### config.mk
export PLATFORM = sky130hd
export DESIGN_NAME = wb_select_buffer
export DESIGN_NICKNAME = d
export VERILOG_FILES = /design/src/rtl/wb_select_buffer_pkg.sv /design/src/rtl/wb_select_buffer_fifo.sv /design/src/rtl/wb_select_buffer.sv
export SDC_FILE = /design/constraint.sdc
export NUM_CORES = 1
export LEC_CHECK = 0
export BUFFER_PORTS_ARGS = -buffer_cell sky130_fd_sc_hd__buf_4
export CORE_MARGIN = 3
export CORE_UTILIZATION = 51
export CTS_CLUSTER_SIZE = 10
export DETAILED_ROUTE_END_ITERATION = 10
export PLACE_DENSITY = 0.86
export SLEW_MARGIN = 10
export SYNTH_ARGS = -nofsm -noshare
export SYNTH_HDL_FRONTEND = slang
export SYNTH_SLANG_ARGS = --single-unit
### constraint.sdc
create_clock -name clk -period 2.62 [get_ports clk]
set_input_delay 0.131 -clock clk [delete_from_list [all_inputs] [get_ports clk]]
set_output_delay 0.131 -clock clk [all_outputs]
set_load 0.05 [all_outputs]
### src/rtl/wb_select_buffer_pkg.sv
// Shared select encodings and constants for the writeback select buffer.
// Select codes above SEL_LAST are illegal and are flagged by the top module.
package wb_pkg;

    localparam int SEL_ALU   = 0;
    localparam int SEL_MDR   = 1;
    localparam int SEL_HI    = 2;
    localparam int SEL_LO    = 3;
    localparam int SEL_EXC   = 4;
    localparam int SEL_ZERO  = 5;
    localparam int SEL_ONE   = 6;
    localparam int SEL_SHIFT = 7;
    localparam int SEL_LUI   = 8;
    localparam int SEL_LAST  = 8;

    localparam int EXC_CONST_DEFAULT = 227;
    localparam int IMM_W             = 16;
    localparam int ERR_CNT_W         = 8;

    function automatic logic sel_is_legal(input int unsigned sel_val);
        return sel_val <= SEL_LAST;
    endfunction

endpackage

### src/rtl/wb_select_buffer_fifo.sv
// Generic circular FIFO with occupancy output.
// Latency: a push is visible on out_* the cycle after it is accepted.
// Backpressure: in_rdy drops only when full; it never looks at out_rdy.
module wb_fifo #(
    parameter int W     = 38,
    parameter int DEPTH = 2
) (
    input  logic                      clk,
    input  logic                      rst_n,
    input  logic                      in_vld,
    output logic                      in_rdy,
    input  logic [W-1:0]              in_dat,
    output logic                      out_vld,
    input  logic                      out_rdy,
    output logic [W-1:0]              out_dat,
    output logic [$clog2(DEPTH):0]    level
);

    localparam int AW    = $clog2(DEPTH);
    localparam int LVL_W = AW + 1;

    logic [W-1:0]     mem_q [DEPTH];
    logic [W-1:0]     mem_d [DEPTH];
    logic [AW-1:0]    wr_ptr_q, wr_ptr_d;
    logic [AW-1:0]    rd_ptr_q, rd_ptr_d;
    logic [LVL_W-1:0] level_q, level_d;
    logic             push;
    logic             pop;

    assign in_rdy  = (level_q != LVL_W'(DEPTH));
    assign out_vld = (level_q != '0);
    assign out_dat = mem_q[rd_ptr_q];
    assign level   = level_q;

    assign push = in_vld && in_rdy;
    assign pop  = out_vld && out_rdy;

    // Pointers rely on DEPTH being a power of two to wrap for free.
    always_comb begin
        mem_d    = mem_q;
        wr_ptr_d = wr_ptr_q;
        rd_ptr_d = rd_ptr_q;
        level_d  = level_q;
        if (push) begin
            mem_d[wr_ptr_q] = in_dat;
            wr_ptr_d        = wr_ptr_q + AW'(1);
        end
        if (pop) begin
            rd_ptr_d = rd_ptr_q + AW'(1);
        end
        case ({push, pop})
            2'b10:   level_d = level_q + LVL_W'(1);
            2'b01:   level_d = level_q - LVL_W'(1);
            default: level_d = level_q;
        endcase
    end

    always_ff @(posedge clk or negedge rst_n) begin
        if (!rst_n) begin
            for (int i = 0; i < DEPTH; i++) begin
                mem_q[i] <= '0;
            end
            wr_ptr_q <= '0;
            rd_ptr_q <= '0;
            level_q  <= '0;
        end else begin
            mem_q    <= mem_d;
            wr_ptr_q <= wr_ptr_d;
            rd_ptr_q <= rd_ptr_d;
            level_q  <= level_d;
        end
    end

endmodule

### src/rtl/wb_select_buffer.sv
// Writeback source selector feeding a small FIFO toward the register-file write port.
// Latency: one cycle from accept to wb_* when the buffer is empty.
// Backpressure: in_ready = buffer not full; independent of wb_ready.
module wb_select_buffer
    import wb_pkg::*;
#(
    parameter int DATA_W    = 32,
    parameter int REG_AW    = 5,
    parameter int SEL_W     = 4,
    parameter int EXC_CONST = EXC_CONST_DEFAULT,
    parameter int DEPTH     = 2
) (
    input  logic                    clk,
    input  logic                    reset,
    input  logic [DATA_W-1:0]       alu_out,
    input  logic [DATA_W-1:0]       mdr_out,
    input  logic [DATA_W-1:0]       hi,
    input  logic [DATA_W-1:0]       lo,
    input  logic [DATA_W-1:0]       shift_out,
    input  logic [IMM_W-1:0]        imm16,
    input  logic [SEL_W-1:0]        sel,
    input  logic [REG_AW-1:0]       dst,
    input  logic                    in_valid,
    output logic                    in_ready,
    output logic                    wb_valid,
    input  logic                    wb_ready,
    output logic [DATA_W-1:0]       wb_data,
    output logic [REG_AW-1:0]       wb_addr,
    output logic                    wb_we,
    output logic                    err_sel,
    output logic [ERR_CNT_W-1:0]    err_cnt,
    output logic [$clog2(DEPTH):0]  level
);

    localparam int ENT_W = DATA_W + REG_AW + 1;

    logic                 accept;
    logic                 sel_legal;
    logic                 ent_we;
    logic [DATA_W-1:0]    lui_val;
    logic [DATA_W-1:0]    sel_data;
    logic [ENT_W-1:0]     push_dat;
    logic [ENT_W-1:0]     head_dat;
    logic                 err_sel_q, err_sel_d;
    logic [ERR_CNT_W-1:0] err_cnt_q, err_cnt_d;

    always_comb begin
        lui_val                  = '0;
        lui_val[DATA_W-1 -: IMM_W] = imm16;
    end

    always_comb begin
        sel_data = '0;
        case (int'(sel))
            SEL_ALU:   sel_data = alu_out;
            SEL_MDR:   sel_data = mdr_out;
            SEL_HI:    sel_data = hi;
            SEL_LO:    sel_data = lo;
            SEL_EXC:   sel_data = DATA_W'(EXC_CONST);
            SEL_ZERO:  sel_data = '0;
            SEL_ONE:   sel_data = DATA_W'(1);
            SEL_SHIFT: sel_data = shift_out;
            SEL_LUI:   sel_data = lui_val;
            default:   sel_data = '0;
        endcase
    end

    assign sel_legal = sel_is_legal(32'(sel));
    // r0 is hardwired zero, so writes to it are carried but never enabled.
    assign ent_we    = sel_legal && (dst != '0);
    assign push_dat  = {ent_we, dst, sel_legal ? sel_data : {DATA_W{1'b0}}};
    assign accept    = in_valid && in_ready;

    always_comb begin
        err_sel_d = err_sel_q;
        err_cnt_d = err_cnt_q;
        if (accept && !sel_legal) begin
            err_sel_d = 1'b1;
            if (err_cnt_q != {ERR_CNT_W{1'b1}}) begin
                err_cnt_d = err_cnt_q + ERR_CNT_W'(1);
            end
        end
    end

    always_ff @(posedge clk or negedge reset) begin
        if (!reset) begin
            err_sel_q <= 1'b0;
            err_cnt_q <= '0;
        end else begin
            err_sel_q <= err_sel_d;
            err_cnt_q <= err_cnt_d;
        end
    end

    assign err_sel = err_sel_q;
    assign err_cnt = err_cnt_q;

    wb_fifo #(
        .W     (ENT_W),
        .DEPTH (DEPTH)
    ) u_fifo (
        .clk     (clk),
        .rst_n   (reset),
        .in_vld  (in_valid),
        .in_rdy  (in_ready),
        .in_dat  (push_dat),
        .out_vld (wb_valid),
        .out_rdy (wb_ready),
        .out_dat (head_dat),
        .level   (level)
    );

    assign {wb_we, wb_addr, wb_data} = head_dat;

endmodule

# Word-level counts from Yosys, hierarchy flattened
# Index checks and enable logic that the tools add are counted.
totals:
  ff_bits: 89
  in_bits: 189
  output_inout_bits: 51
  wordCells: 49
op_classes:
  add_sub_neg: 5
  magnitude_cmp: 4
  n_eq_ne: 11
  mux: 9
  n_bitwise: 2
  n_reduce_logical: 11
op_table:
  columns: ["operator", "n"]
  rows:
  - ["32-bit one-hot mux with 8 select lines", 1]
  - ["38-bit 2-to-1 mux", 4]
  - ["76-bit bitwise mux", 1]
  - ["38-bit demux with 1-bit select", 1]
  - ["32-bit 2-to-1 mux", 1]
  - ["4-bit by 3-bit equality test with 1-bit output (second input constant)", 3]
  - ["8-bit by 1-bit adder with 8-bit output (second input constant)", 1]
  - ["4-bit by 2-bit equality test with 1-bit output (second input constant)", 2]
  - ["8-bit != test (second input constant)", 1]
  - ["1-bit logical AND", 5]
  - ["5-bit nonzero test", 1]
  - ["4-bit by 1-bit equality test with 1-bit output (second input constant)", 1]
  - ["4-bit equality test (second input constant)", 1]
  - ["2-bit >= comparator (second input constant)", 2]
  - ["4-bit less-or-equal comparator (second input constant)", 1]
  - ["4-bit logical NOT", 1]
  - ["1-bit NOT with 2-bit output", 2]
  - ["2-bit one-hot mux with 2 select lines", 1]
  - ["2-bit nonzero test", 2]
  - ["1-bit adder (second input constant)", 2]
  - ["2-bit by 1-bit adder with 2-bit output (second input constant)", 1]
  - ["2-bit by 1-bit equality test with 1-bit output (second input constant)", 1]
  - ["2-bit equality test (second input constant)", 1]
  - ["2-bit by 1-bit less-than comparator with 1-bit output (second input constant)", 1]
  - ["4 further kinds", 4]

# Logic depth before layout (Yosys ltp)
# Gate-level depths: netlist of the first run.
logic_depth:
  ltp_word: 6
  mapped_depth: 7

# Modules after synthesis
# Synthesis of the first run repeated with hierarchy kept, for this count alone.
unflattened:
  hier_cells: 463
  hier_area_um2: 5579.1
modules_own_cells:
  columns: ["mod", "n_inst", "cells_per_inst", "area_per_inst_um2"]
  rows:
  - ["wb_fifo", 1, 219, 3684.8]
  - ["wb_select_buffer", 1, 244, 1894.3]

# Least setup slack after synthesis of the first run
# No wires, ideal clock.
synth_timing:
  path_type: "register -> register"
  startpoint: "register u_fifo.level_q[1], in the netlist u_fifo.level[1]"
  endpoint: "register u_fifo.mem_q[38] in the netlist's numbering"
  setup_ns: 0.125
  t_arrival_ns: 2.233
  slack_ns: 0.262
  path_stages_with_launch: 6
  path_buffers: 2
  synth_period_minus_slack_ns: 2.358
  cell_sequence: "dfrtp_1 nand2b_1 nand3b_1 buf_2 clkbuf_1 mux2_2"
synth_between:
  elab_chain_len: 2
synth_rtl:
  columns: ["element", "line", "text"]
  rows:
  - ["from (decl)", "wb_select_buffer_fifo.sv:26", "logic [LVL_W-1:0] level_q, level_d;"]
  - ["from (signal assigned)", "wb_select_buffer_fifo.sv:70", "level_q <= level_d;"]
  - ["2-bit != test", "wb_select_buffer_fifo.sv:30", "assign in_rdy = (level_q != LVL_W'(DEPTH));"]
  - ["named net in_ready", "wb_select_buffer.sv:24", "output logic in_ready,"]
  - ["1-bit logical AND", "wb_select_buffer_fifo.sv:35", "assign push = in_vld && in_rdy;"]
  - ["to (signal assigned)", "wb_select_buffer_fifo.sv:67", "mem_q <= mem_d;"]
  - ["to (decl)", "wb_select_buffer_fifo.sv:22", "logic [W-1:0] mem_q [DEPTH];"]
# The timed path passes the listed nets, and every way through them passes these cells.
# A chain may end at the register's enable or synchronous reset.

# Final worst setup path of the first run
layout_timing:
  startpoint: "register u_fifo.rd_ptr_q"
  endpoint: "output wb_data[2]"
layout_between:
  elab_chain_len: 4
layout_rtl:
  columns: ["element", "line", "text"]
  rows:
  - ["from (decl)", "wb_select_buffer_fifo.sv:25", "logic [AW-1:0] rd_ptr_q, rd_ptr_d;"]
  - ["from (signal assigned)", "wb_select_buffer_fifo.sv:69", "rd_ptr_q <= rd_ptr_d;"]
  - ["1-bit NOT with 2-bit output (implied by the code)", "wb_select_buffer_fifo.sv:32", "assign out_dat = mem_q[rd_ptr_q];"]
  - ["38-bit 2-to-1 mux (implied by the code) (3 in series)", "wb_select_buffer_fifo.sv:32", null]
  - ["to (decl)", "wb_select_buffer.sv:27", "output logic [DATA_W-1:0] wb_data,"]
# Every way passes these cells. The select of a mux whose other input is x is not followed.

==> impl_metrics.toml, run 1 <==
[placed_design]
dpl.hpwl_um = 12500
placed_cell_area_um2 = 7050
place.gp.congestion = 0.888
port-buffer-count = 239

[sta]
max-slew-margin-rel_pct = 36.2
tightest_slew_ns = 0.957
finalSetupTns_ns = 0
period_minus_slack_ns = 2.15
rsz0062_at_grt = "false"
hold_viol = 0
setup-violations-final = 0
drv_slew = 0
fin_skew_ns = 0.0166
fin_crit_sh_pct = 81.9
fmax_mhz = 466

[clock_network]
clk_pin_slew_ns = 0.09
cts_buffers = 9
ctsResizeCount = 0
cts_max_path_buffers = 2
cts.sinks = 89
cts_root_buf = "clkbuf_8"
cts_tree = "built"
htree_levels = 3
clk_latency_ns = 0.35

[synth]
synthMuxAreaShare_pct = 26.2
synth_xor_area_share_pct = 1.85
syn_avg_cell_area_um2 = 10.9
synth_seq_area_share_pct = 42.8
syn-cell-area_um2 = 5200
synth.distinct_cells = 52
yosysWarnings = 0
ys_ff_latch = 89
synth-edff-count = 0
synth-main-ff-cell = "dfrtp_1"
synth-simple-area-share_pct = 9.88
netlist_instances = 478
synth_area_leaders = "dfrtp_1, mux2_2, mux2i_1"
synth_compound_area_share_pct = 15.1
synth_top_cell_by_area = "dfrtp_1"
synth_fp_nets = 669
yosys.area_share.adder_pct = 0.481
synth_top_family_by_area = "multiplexers"
async_flop_share_pct = 100
yosys.area.top_type_share_pct = 42.8

[routing]
drt_iter0_markers = 315
drtPass1Iterations = 5
drt_wl_total_um = 16100
viasPerCell = 5.82
avgRoutedWirePerCell_um = 19.2
ant_nets = 0
drc_errors = 0
routed-via-count = 4878

[worst_setup_path]
path_buf_inv = 1
worstSetupStartpointType = "register"
slowest_stage = "dfrtp_2"
path_max_fanout = 39
crit_path_end_kind = "output port"
crit_family = "flip-flops"
crit_arrival_ns = 2.01
slowest_delay_ns = 0.99
worstSetupPathType = "reg -> out"
worstPathRequired_ns = 2.49
worstPathCellList = "mux2_2 -> buf_4"

[power_and_ir_drop]
p_sw_mw = 3.49
p_seq_share_pct = 32.4
internal_power_mw = 4.05
total_power_mw = 7.53
leakagePower_nw = 3.55
p_comb_share_pct = 55.6
clockPowerShare_pct = 12.1
pwr_density_cell_nw_per_um2 = 1040
swShare_pct = 46.3
ir_worst_vdd_mv = 0.723

[floorplanning]
num_io_pins = 240
die_x_um = 107
num_rows = 36
core_um2 = 9860
die_area_um2 = 11500
die_h_um = 107
initial_core_util_pct = 52.8

[cells_and_area]
nets = 891
syn2layout_area_growth_pct = 39.3
n_fill_cell = 665
drive_above_1_share_pct = 51.5
final_core_util_pct = 73.5
layout_commonest_cell = "buf_4"
diodes = 0
layout_common_cells = "buf_4, mux2_2, dfrtp_1, nand2_1, o21ai_0"
fin_area_um2 = 7250

[global_routing]
grt_max_degree = 57
grt_overflow_total = 0
grt_usage_pct = 27.7
grt_pass1_vias = 4901
antenna_found_initial = 0
grt_pass1_wl_um = 25000

[worst_hold_path]
hp-class = "in -> reg"

[flow_run]
cap_violations = 0

[outcome]
status = "finished, final reports clean"
[metal layers]
layer / GRT usage (%) / vias up / part of all wire, %
li1: - / 2262 / -
met1: 35.0 / 2328 / 38
met2: 46.2 / 237 / 50
met3: 6.32 / 51 / 7.6
met4: 10.6 / 0 / 3.8
met5: 0 / - / 0
[layout make-up]
cell class	instances	area [um^2]	area share [%]
multi-input cells	349	2790	38.5
well taps	133	166	2.30
clock inverters	5	56.3	0.777
clock buffers	11	131	1.81
flip-flops and latches	89	2230	30.7
repair buffers	249	1870	25.8
inverters	2	7.51	0.104
[registers in the layout, summed over array words and instances, names as in the netlist]
register         cells
err_cnt              8
err_sel              1
u_fifo.level         2
u_fifo.mem_q        76
u_fifo.rd_ptr_q      1
u_fifo.wr_ptr_q      1
[final timing paths]
check	cells past startpoint	to	slack, ns	from
max reg2reg	5	u_fifo.mem_q[13]	0.58	u_fifo.level[0]
min	2	u_fifo.mem_q[73]	0.03	dst[3]
max	2	wb_data[2]	0.47	u_fifo.rd_ptr_q
min in group asynchronous	2	err_cnt[3]	0.35	reset
max in group asynchronous	3	u_fifo.mem_q[1]	1.54	reset
min reg2reg	2	u_fifo.mem_q[37]	0.48	u_fifo.mem_q[37]
[power groups by stage]
stage	clock (mW)	sequential (mW)	combinational (mW)
global placement	0	2.41	4.11
floorplan	0	2.41	2.89
global route	0.988	2.52	4.41
finish	0.909	2.44	4.19
detailed placement	0	2.46	4.18
CTS	0.923	2.43	4.20
[cell families (layout without fill, tap and decap cells)]
logic type / Yosys count / count (layout)
flip-flops: 89 / 89
multiplexers: 123 / 123
adder cells (fa/ha/maj): 2 / 2
AO/OA/AOI/OAI: 118 / 118
XOR/XNOR: 11 / 11
AND/OR/NAND/NOR: 95 / 95
buffers and inverters: 40 / 267
[Yosys cell counts, types with 3 or more instances]
cell       n
buf_2     15
a221oi_1   7
buf_4      3
o21ai_0   39
mux2_2    95
a21oi_1   14
a222oi_1   9
a22oi_1    7
nand3_1    4
clkbuf_1  17
a22o_1     7
nand3b_1   5
o31ai_1    6
dfrtp_1   89
xor2_1     9
nor2_1     8
and3b_1    5
and3_1     3
nor4_1     3
nand2_1   42
a31oi_1    3
mux2i_1   27
o22ai_1   16
[metrics by stage]
stage	hold WS, ns	worst slack [ns]	std cells
after floorplan	-0.165	0.262	478
after global placement	0.210	0.669	821
after detailed placement	0.220	0.587	821
after CTS	0.0178	0.470	838
after global routing	0.0167	0.406	838
final	0.0285	0.475	838
[what timing repair did]
action / CTS / global route
endpoints found under the hold margin: 54 / 0
hold buffers: 1 / 0
setup buffers: 0 / 0
Power figures use the tool's default switching activity.
==> inputs of run 2 (changes only) <==
--- a/config.mk
+++ b/config.mk
@@ -7,10 +7,10 @@
 export LEC_CHECK = 0
 export BUFFER_PORTS_ARGS = -buffer_cell sky130_fd_sc_hd__buf_4
 export CORE_MARGIN = 3
-export CORE_UTILIZATION = 51
+export CORE_UTILIZATION = 43
 export CTS_CLUSTER_SIZE = 10
 export DETAILED_ROUTE_END_ITERATION = 10
-export PLACE_DENSITY = 0.86
+export PLACE_DENSITY = 0.77
 export SLEW_MARGIN = 10
 export SYNTH_ARGS = -nofsm -noshare
 export SYNTH_HDL_FRONTEND = slang
==> constraint.sdc (replaced) <==
create_clock -name clk -period 1.92 [get_ports clk]
set_input_delay 0.096 -clock clk [delete_from_list [all_inputs] [get_ports clk]]
set_output_delay 0.096 -clock clk [all_outputs]
set_load 0.05 [all_outputs]
==> run 2 against run 1 <==
Sequential share of layout area down 1.0 points. First-iteration DRC count up 31%. Core utilization down 8.8 points. Critical path type unchanged. Clock skew down 0.0090 ns. Critical path depth up 1. Non-clock buffer count up 7. Clock-buffer cell count down 1.
==> impl_metrics.toml, run 2 (synthesized netlist as in run 1, its figures left out) <==
[cells_and_area]
layout_commonest_cell = "buf_4"
syn2layout_area_growth_pct = 44.3
layout_common_cells = "buf_4, mux2_2, dfrtp_1, nand2_1, o21ai_0"
n_fill_cell = 935
diodes = 0
top_register = "u_fifo.mem_q"
largest_reg_flops = 76
nets = 898
drive_above_1_share_pct = 52.7

[clock_network]
clk_pin_slew_ns = 0.07
cts_max_path_buffers = 2
htree_levels = 3
cts_tree = "built"
clk_latency_ns = 0.33
cts_root_buf = "clkbuf_16"
cts_buffers = 9
cts.sinks = 89

[sta]
hold_viol = 0
fmax_mhz = 601
fin_skew_ns = 0.00757
period_minus_slack_ns = 1.66
holdWs_ns = 0.00724
rsz0062_at_grt = "false"
tightest_slew_ns = 0.598
drv_slew = 0
max-slew-margin-rel_pct = 60.0
finalSetupTns_ns = 0
fin_crit_sh_pct = 86.7
setup-violations-final = 0
layout_setup_ws_ns = 0.256

[worst_setup_path]
crit_arrival_ns = 1.57
worstPathCellList = "buf_12 -> mux2_2 -> buf_4"
slowest_delay_ns = 0.40
path_max_fanout = 39
worstSetupPathType = "reg -> out"
worstPathRequired_ns = 1.82
crit_path_end_kind = "output port"
worstSetupStartpointType = "register"
slowest_stage = "mux2_2"

[power_and_ir_drop]
pwr_density_cell_nw_per_um2 = 1460
ir_worst_vdd_mv = 0.655
p_sw_mw = 4.90
swShare_pct = 44.6
clockPowerShare_pct = 16.4
leakagePower_nw = 3.67
p_comb_share_pct = 54.6
p_seq_share_pct = 29.0
internal_power_mw = 6.08

[routing]
drc_errors = 0
drt_wl_total_um = 17000
ant_nets = 0
drt_iter0_markers = 413
avgRoutedWirePerCell_um = 19.9
routed-via-count = 4887
drtPass1Iterations = 5
viasPerCell = 5.72

[placed_design]
dpl.hpwl_um = 13200
port-buffer-count = 239
place_ws_ns = 0.124
place.gp.congestion = 0.864

[global_routing]
grt_max_degree = 57
antenna_found_initial = 0
grt_pass1_vias = 5117
grt_usage_pct = 25.0
grt_pass1_wl_um = 26200
grt_overflow_total = 0

[floorplanning]
num_io_pins = 240
die_area_um2 = 13500
core_um2 = 11600
num_rows = 39
die_x_um = 116
initial_core_util_pct = 44.8
die_h_um = 116

[outcome]
status = "finished, final reports clean"

[flow_run]
cap_violations = 0

[worst_hold_path]
hp-class = "in -> reg"
## run 2: worst max-delay path: cells and delay by family (launching register included)
family | cells | cell delay, ns
muxes | 1 | 0.40
DFF | 1 | 0.37
buffers and inverters | 2 | 0.43
## run 2: through the flow
step	instance area, um^2	total power, mW	util [%]	std cells
finish	7510	11.0	64.7	855
global route	7510	11.6	64.7	855
CTS	7510	11.1	64.7	855
detailed placement	7190	9.24	61.9	838
global placement	7190	9.07	61.9	838
floorplan	5220	7.26	-	478
## run 2: path summary, 6_finish.rpt
kind / endpoint / depth (start not counted) / startpoint / slack (ns)
worst max-delay path: wb_we / 3 / u_fifo.rd_ptr_q / 0.26
worst min-delay path: u_fifo.mem_q[36] / 2 / dst[4] / 0.007
worst max register to register: u_fifo.level[1] / 5 / u_fifo.level[0] / 0.31
worst min register to register: u_fifo.mem_q[14] / 2 / u_fifo.mem_q[14] / 0.48
max in group asynchronous: u_fifo.mem_q[31] / 3 / reset / 0.98
min in group asynchronous: u_fifo.wr_ptr_q / 2 / reset / 0.30
## run 2: layer usage
| layer | GRT usage, % | routed length, um | vias to the layer above |
|---|---|---|---|
| met5 | 0 | 0 | - |
| met4 | 8.35 | 422 | 0 |
| met3 | 4.18 | 1100 | 32 |
| met2 | 43.2 | 8730 | 198 |
| met1 | 31.9 | 6760 | 2382 |
| li1 | - | - | 2275 |
## run 2: what timing repair did
item / 4_1_cts / 5_1_grt
hold buffers: 1 / 0
resized for setup: 0 / 0
hold endpoints to repair: 37 / 0
setup buffers: 0 / 0
## run 2: power by group through the flow
stage,logic (mW),registers [mW],clock network (mW)
floorplan,3.95,3.30,0
global placement,5.94,3.13,0
detailed placement,6.03,3.22,0
CTS,6.05,3.18,1.84
global route,6.34,3.29,1.93
finish,6.00,3.19,1.80
## run 2: final cells by class
type,instances,area (um^2),area share (%)
clock buffer,10,239,3.18
clock inverter,6,71.3,0.950
inverter,2,7.51,0.100
multi-input combinational,349,2800,37.2
sequential,89,2230,29.7
tap,143,179,2.38
timing repair buffer,256,1990,26.5
==> inputs of run 3 (changes only) <==
--- a/config.mk
+++ b/config.mk
@@ -7,10 +7,11 @@
 export LEC_CHECK = 0
 export BUFFER_PORTS_ARGS = -buffer_cell sky130_fd_sc_hd__buf_4
 export CORE_MARGIN = 3
-export CORE_UTILIZATION = 43
+export CORE_UTILIZATION = 48
 export CTS_CLUSTER_SIZE = 10
 export DETAILED_ROUTE_END_ITERATION = 10
-export PLACE_DENSITY = 0.77
+export MAX_ROUTING_LAYER = met4
+export PLACE_DENSITY = 0.82
 export SLEW_MARGIN = 10
 export SYNTH_ARGS = -nofsm -noshare
 export SYNTH_HDL_FRONTEND = slang
==> constraint.sdc (replaced) <==
create_clock -name clk -period 1.6 [get_ports clk]
set_input_delay 0.08 -clock clk [delete_from_list [all_inputs] [get_ports clk]]
set_output_delay 0.08 -clock clk [all_outputs]
set_load 0.05 [all_outputs]
==> run 3 against run 2 <==
Die area fell by 9.9%. Global-route usage grew 4.2 points. First-iteration DRC count is 0.48% lower. Power grew 26%. Clock power down 10%. Combinational power rose by 40%. Critical path depth is 1 higher. Sequential share of layout area fell by 1.6 points. The run now ends with negative setup slack left. Core utilization up 12 points. Sequential power increased by 20%.
==> impl_metrics.toml, run 3 (synthesized netlist as in run 1, its figures left out) <==
[outcome]
status = "finished with violations"
violations = "negative setup slack"

[cells_and_area]
multi_input_area_um2 = 2880
syn2layout_area_growth_pct = 52.6
nets = 927
drive_above_1_share_pct = 54.8
top_register = "u_fifo.mem_q"
regArea_um2 = 2230
final_core_util_pct = 76.2
layout_commonest_cell = "buf_4"
layout_common_cells = "buf_4, dfrtp_1, mux2_2, nand2_1, o21ai_0"
largest_reg_flops = 76
diodes = 0
n_fill_cell = 688

[power_and_ir_drop]
p_seq_share_pct = 27.7
p_sw_mw = 6.20
pwr_density_cell_nw_per_um2 = 1750
leakagePower_nw = 3.89
internal_power_mw = 7.67
ir_worst_vdd_mv = 1.28
clockPowerShare_pct = 11.7
total_power_mw = 13.9
swShare_pct = 44.7
p_comb_share_pct = 60.7

[worst_setup_path]
slowest_delay_ns = 0.41
worstSetupStartpointType = "register"
crit_arrival_ns = 1.58
crit_path_end_kind = "output port"
worstPathCellList = "buf_4 -> buf_12 -> mux2_2 -> buf_6"
worstPathRequired_ns = 1.52
slowest_stage = "dfrtp_2"
path_buf_inv = 3
worstSetupPathType = "reg -> out"
path_max_fanout = 10
r2r_slack_ns = 0.05
crit_family = "buffers and inverters"

[clock_network]
cts_buffers = 9
cts_root_buf = "clkbuf_8"
cts_tree = "built"
cts.sinks = 89
cts_max_path_buffers = 2
htree_levels = 3
clk_pin_slew_ns = 0.09
clk_latency_ns = 0.37

[sta]
fmax_mhz = 601
drv_slew = 0
setup-violations-final = 38
period_minus_slack_ns = 1.66
fin_skew_ns = 0.00962
layout_setup_ws_ns = -0.0631
fin_crit_sh_pct = 104
max-slew-margin-rel_pct = 38.2
hold_viol = 0
finalSetupTns_ns = -1.54
tightest_slew_ns = 0.913
rsz0062_at_grt = "true"

[global_routing]
grt_pass1_wl_um = 26400
grt_max_degree = 46
antenna_found_initial = 0
grt_usage_pct = 29.2
grt_overflow_total = 0
grt_pass1_vias = 5114

[routing]
drt_wl_total_um = 17700
ant_nets = 0
drt_iter0_markers = 411
drc_errors = 0
viasPerCell = 5.85
avgRoutedWirePerCell_um = 20.1
routed-via-count = 5127
drtPass1Iterations = 5

[flow_run]
cap_violations = 0

[floorplanning]
initial_core_util_pct = 50.0
num_io_pins = 240
num_rows = 37
core_um2 = 10400
die_x_um = 110
die_area_um2 = 12100
die_h_um = 110

[worst_hold_path]
hp-class = "in -> reg"

[placed_design]
place.gp.congestion = 0.910
dpl.hpwl_um = 13200
port-buffer-count = 239
## run 3: cell type report
| type | instances | area share, % |
|---|---|---|
| inverters | 2 | 0.0945 |
| clock buffers | 9 | 1.56 |
| well taps | 136 | 2.14 |
| flip-flops and latches | 89 | 28.1 |
| clock inverters | 7 | 0.977 |
| repair buffers | 285 | 30.9 |
| multi-input cells | 349 | 36.2 |
## run 3: timing repair
item,4_1_cts,5_1_grt
endpoints found under the setup margin,38,44
resized for setup,43,5
pin swaps,0,1
gates cloned,3,0
endpoints found under the hold margin,49,0
hold buffers,6,0
buffers inserted,2,0
## run 3: layer usage
layer,track usage (%),share of wire [%],wire length (um)
met3,4.66,7.0,1240
met4,13.2,4.6,815
met2,46.8,50,8780
met1,36.7,39,6820
met5,-,0,0
## run 3: metrics by stage
step	setup WS, ns	instances	hold WS, ns	area, um^2
2_1_floorplan	-0.169	478	-0.216	5320
3_3_place_gp	-0.363	850	0.0899	7400
3_5_place_dp	-0.175	850	0.102	7410
4_1_cts	-0.0651	877	0.00732	7920
5_1_grt	-0.0910	877	0.0465	7940
6_report	-0.0631	877	0.0178	7940
## run 3: tightest hold or removal path, stage by stage
cell,delay [ns]
buf_4,0.08
a21oi_1,0.06
o21ai_0,0.13
## run 3: worst paths after layout
check | startpoint | depth (start not counted) | endpoint
setup / recovery | u_fifo.rd_ptr_q | 4 | wb_data[21]
setup reg to reg | u_fifo.level[0] | 4 | u_fifo.mem_q[45]
max in group asynchronous | reset | 3 | u_fifo.mem_q[70]
min in group asynchronous | reset | 2 | err_cnt[6]
hold / removal | shift_out[15] | 3 | u_fifo.mem_q[15]
hold reg to reg | err_sel | 1 | err_sel
## run 3: power by group through the flow
| stage | clock (mW) | sequential (mW) | combinational [mW] |
|---|---|---|---|
| after floorplan | 0 | 3.98 | 4.96 |
| after CTS | 1.61 | 3.82 | 8.37 |
| after global routing | 1.69 | 3.96 | 8.78 |
| after global placement | 0 | 3.77 | 7.31 |
| after detailed placement | 0 | 3.85 | 7.45 |
| final | 1.62 | 3.84 | 8.41 |
